[src/rtl/ha.sv]
// ha: bit-sliced half adder with zero-latency outputs, a registered copy,
// and a saturating count of cycles in which any lane carries.
module ha #(
    parameter int WIDTH = 1,
    parameter int CNT_W = 8
) (
    output logic [WIDTH-1:0] Cout,
    output logic [WIDTH-1:0] Sum,
    input  logic [WIDTH-1:0] A,
    input  logic [WIDTH-1:0] B,
    input  logic             Clk,
    input  logic             Reset,
    output logic [WIDTH-1:0] CoutQ,
    output logic [WIDTH-1:0] SumQ,
    output logic [CNT_W-1:0] CarryCnt,
    input  logic             CntClr
);
    logic [WIDTH-1:0] sum_q, cout_q;
    logic [CNT_W-1:0] cnt_q, cnt_d;

    assign Sum      = A ^ B;
    assign Cout     = A & B;
    assign SumQ     = sum_q;
    assign CoutQ    = cout_q;
    assign CarryCnt = cnt_q;

    // clear wins over increment; all-ones is the saturation point
    always_comb cnt_d = CntClr ? '0 : (|Cout && !(&cnt_q)) ? cnt_q + CNT_W'(1) : cnt_q;

    always_ff @(posedge Clk or posedge Reset) begin
        if (Reset) begin
            sum_q  <= '0;
            cout_q <= '0;
            cnt_q  <= '0;
        end else begin
            sum_q  <= Sum;
            cout_q <= Cout;
            cnt_q  <= cnt_d;
        end
    end
endmodule

[config.mk]
export PLATFORM = sky130hd
export DESIGN_NAME = ha
export DESIGN_NICKNAME = d
export VERILOG_FILES = /design/src/rtl/ha.sv
export SDC_FILE = /design/constraint.sdc
export NUM_CORES = 1
export LEC_CHECK = 0
export BUFFER_PORTS_ARGS = -buffer_cell sky130_fd_sc_hd__buf_2
export CAP_MARGIN = 20
export CORE_AREA = 4 4 41 43
export CTS_CLUSTER_DIAMETER = 150
export DETAILED_ROUTE_END_ITERATION = 16
export DIE_AREA = 0 0 45 47
export GPL_TIMING_DRIVEN = 0
export PLACE_DENSITY = 0.66
export SLEW_MARGIN = 10
export SYNTH_ARGS = -nofsm -noshare
export SYNTH_HDL_FRONTEND = slang
export SYNTH_SLANG_ARGS = --single-unit
[constraint.sdc]
create_clock -name Clk -period 1.8 [get_ports Clk]
set_input_delay 0.36 -clock Clk [delete_from_list [all_inputs] [get_ports Clk]]
set_output_delay 0.36 -clock Clk [all_outputs]
set_load 0.1 [all_outputs]
==> results.md <==
- Instance area at placement: 597 um2
- Worst ir drop on vdd: 483 uV
- Most Crowded Layer GR: met2
- Area added between synthesis and finish: 28.8%
- I/O pin count: 17
- Pwr Density: 866 mW/mm2
- Type of the worst min-delay path: in -> async
- Via count of the first global-routing pass: between 300 and 400
- Data required time at the worst endpoint: 2.00 ns
- Antenna Cells: 0
- H-tree level count: 1
- Final worst clock skew: 0.00158 ns
- Mean number of vias per cell: roughly 5.5
- DRC violations left: 0
- Number of cells produced by synthesis: 46
- Nets@finish: 73
- Width of the die: 45 um
- Flops & latches, synth: 10
- Total number of cells along the worst setup path: 5
- Pin count of the biggest net entering global routing: 11
- Number of vias after detailed routing: 440
- Count of unique library cells instantiated by Yosys: 22
- RSZ-0062 raised after global routing: false
- Leftover overflow at the end of global routing: 0
- Nature of the critical path startpoint: flop
- Mean routed wirelength per cell: 14.8 um
- Total of cells resized after clock tree synthesis: 0
- Drt first pass iters: 4
- Netlist area before placement: 492 um2
- Number of hold buffers added after cts: 0
- Setup violation total in the final timing report: 0
- WP buf/inv: 0
- Core area: 0.00130 mm2
- HPWL reported at the end of detailed placement: between 800 and 900 um
- Cell-by-cell trace of the critical path: ha_1, nand3_2, o21ai_2, or4_1, a21oi_1
- Static leakage: 0.000307 uW
- Hold violation total from the final report: 0
- Number of DRC markers after the initial detailed-route iteration: 7
- Post-CTS clock slew at the launch and capture registers of the worst setup and hold paths: 0.07 ns
- Critical Setup Path Class: reg -> reg
- Met1 routing resource usage after global routing: approximately 15%
- Max-slew violations: 0
- CTS tree: done
- Cell type of the slowest stage on the worst timing path: sky130_fd_sc_hd__or4_1
- Residual antenna-violating net count after detailed routing: 0
- Mean instance size in the synthesized netlist: roughly 11 um2
- Warnings, synthesis: 0
- Die Y-Extent: 47 um
- Net count after synthesis: 53
- Fraction of final layout cells with drive strength greater than 1: 46.2%
- GR Util met3: 4.60%
- Status: finished, final reports clean
- Category of the worst setup path capture point: flop
- Maximum fanout encountered on the critical timing path: 5
- Post-route clock period utilization: between 90% and 100%
- Die Outline Area: 0.00212 mm2
- Critical path data arrival time: between 1.5 and 2 ns
- Max clock buf depth: 2
- Top Family by Delay on Critical Path: simple AND/OR/NAND/NOR gates
- Minimum clock period after layout: 1.62 ns
- First-pass GRT wire length: 1860 um
- Post-synthesis sequential area ratio: roughly half
- Number of buffers added by the clock tree synthesis step: 3
- Initial antenna violation count: 0
- Slew at the pin with the worst max-slew slack: 0.501 ns
- Max_slew headroom: 66.8%
- Cell at the root of the clock tree: sky130_fd_sc_hd__clkbuf_4
- Fmax: 616 MHz
- Area of all placed cells without fillers: 633 um2
- Overall routing resource usage: 13.3%
- RD Place Congestion: 0.752
- Met2 capacity usage during global routing: about 20%
- # clock sinks: 10
- Number of input and output port buffers inserted: 15
- Post-layout util: 48.7%
- # fillers: about 140
- Wire length after detailed routing: 1180 um
- Number of setup buffers added after CTS: 0
- Std-Cell Rows: 13
- Clock Latency Late Sink: ~0.27 ns
- Flop2flop setup slack: 0.18 ns
- # Max-Cap Violations: 0
- Initial core utilization: 37.8%
- Longest individual stage delay on the worst path: about 0.47 ns
- Number of cell instances on the worst register-to-register path: 5
-- per-stage QoR --
stage,setup TNS [ns],power (uW),worst slack (ns),hold slack (ns),std cells
final,0,548,0.178,0.0562,80
after global routing,0,576,0.102,0.0850,80
after CTS,0,557,0.176,0.0624,80
after detailed placement,0,350,0.196,0.358,76
after global placement,0,348,0.200,0.352,76
after floorplan,-0.0793,333,-0.0399,0.200,46
-- layout by cell type, fill, tap and decap left out, drive strengths merged --
cell    count
clkbuf      4
o21ai       1
nor2        5
buf        16
a21oi       2
ha          2
nand4       1
nand3       4
inv         1
a31oi       3
nor4bb      1
nand2       2
and3        2
a211oi      1
dfrtp      10
xor2        3
and4        1
nor3        2
mux2i       1
o31ai       1
or4         1
o211ai      1
-- worst register-to-register path: stages (launching register included) --
cell                      delay [ns]
sky130_fd_sc_hd__dfrtp_2        0.44
sky130_fd_sc_hd__ha_1           0.27
sky130_fd_sc_hd__nand3_2        0.11
sky130_fd_sc_hd__o21ai_2        0.11
sky130_fd_sc_hd__or4_1          0.48
sky130_fd_sc_hd__a21oi_1        0.15
-- power by group --
part	switching, uW	leakage [uW]	internal, uW
logic	93.6	0.000162	15.9
clock network	79.7	0.0000210	123
registers	4.74	0.000124	231
total	178	0.000307	370
-- synthesized netlist by cell type --
library cell	n	share of area [%]
sky130_fd_sc_hd__a211oi_1	1	1.5
sky130_fd_sc_hd__a21oi_1	2	2.0
sky130_fd_sc_hd__a31oi_1	3	3.8
sky130_fd_sc_hd__and3_1	2	2.5
sky130_fd_sc_hd__and4_1	1	1.8
sky130_fd_sc_hd__buf_1	1	0.76
sky130_fd_sc_hd__dfrtp_1	10	51
sky130_fd_sc_hd__ha_1	2	5.1
sky130_fd_sc_hd__inv_1	1	0.76
sky130_fd_sc_hd__mux2i_1	1	2.0
sky130_fd_sc_hd__nand2_1	2	1.5
sky130_fd_sc_hd__nand3_1	3	3.1
sky130_fd_sc_hd__nand3_2	1	2.0
sky130_fd_sc_hd__nand4_2	1	2.5
sky130_fd_sc_hd__nor2_1	5	3.8
sky130_fd_sc_hd__nor3_1	2	2.0
sky130_fd_sc_hd__nor4bb_1	1	2.0
sky130_fd_sc_hd__o211ai_1	1	1.5
sky130_fd_sc_hd__o21ai_2	1	1.8
sky130_fd_sc_hd__o31ai_1	1	1.5
sky130_fd_sc_hd__or4_1	1	1.5
sky130_fd_sc_hd__xor2_1	3	5.3
-- worst paths after layout --
kind	start	end
hold reg to reg	CarryCnt[7]$_DFFE_PP0P_	CarryCnt[7]$_DFFE_PP0P_
min in group Clk	B	SumQ$_DFF_PP0_
hold / removal	Reset	CarryCnt[5]$_DFFE_PP0P_
max in group asynchronous	Reset	CarryCnt[3]$_DFFE_PP0P_
setup reg to reg	CarryCnt[0]$_DFFE_PP0P_	CarryCnt[5]$_DFFE_PP0P_
setup / recovery	CarryCnt[0]$_DFFE_PP0P_	CarryCnt[5]$_DFFE_PP0P_
-- logic make-up (layout without fill, tap and decap cells) --
logic type                 Yosys count  after routing  synth area share (%)
AOI/OAI and AO/OA                    9              9                  12.2
xor gates and xnor gates             3              3                  5.34
adders and majority gates            2              2                  5.09
buffers and inverters                2             21                  1.53
DFF                                 10             10                  50.9
muxes                                1              1                  2.04
and+or+nand+nor                     19             19                  22.9
-- registers in the layout, summed over array words and instances, names as in the netlist --
| name | count |
|---|---|
| CarryCnt | 8 |
| SumQ | 1 |
| CoutQ | 1 |
-- cell type report --
type                       instances  area, um2  share of cell area, %
sequential                        10        259                   40.9
multi-input combinational         34        236                   37.4
buffer                             1       3.75                  0.593
timing repair buffer              15       75.1                   11.9
tap                               15       18.8                   2.96
inverter                           1       3.75                  0.593
clock buffer                       4       36.3                   5.73
-- layer usage --
metal / wire, um / up-vias
met2: 563 / 14
met5: 0 / -
met1: 499 / 209
met4: 42 / 0
met3: 75 / 4
li1: - / 213
Power figures use the tool's default switching activity.
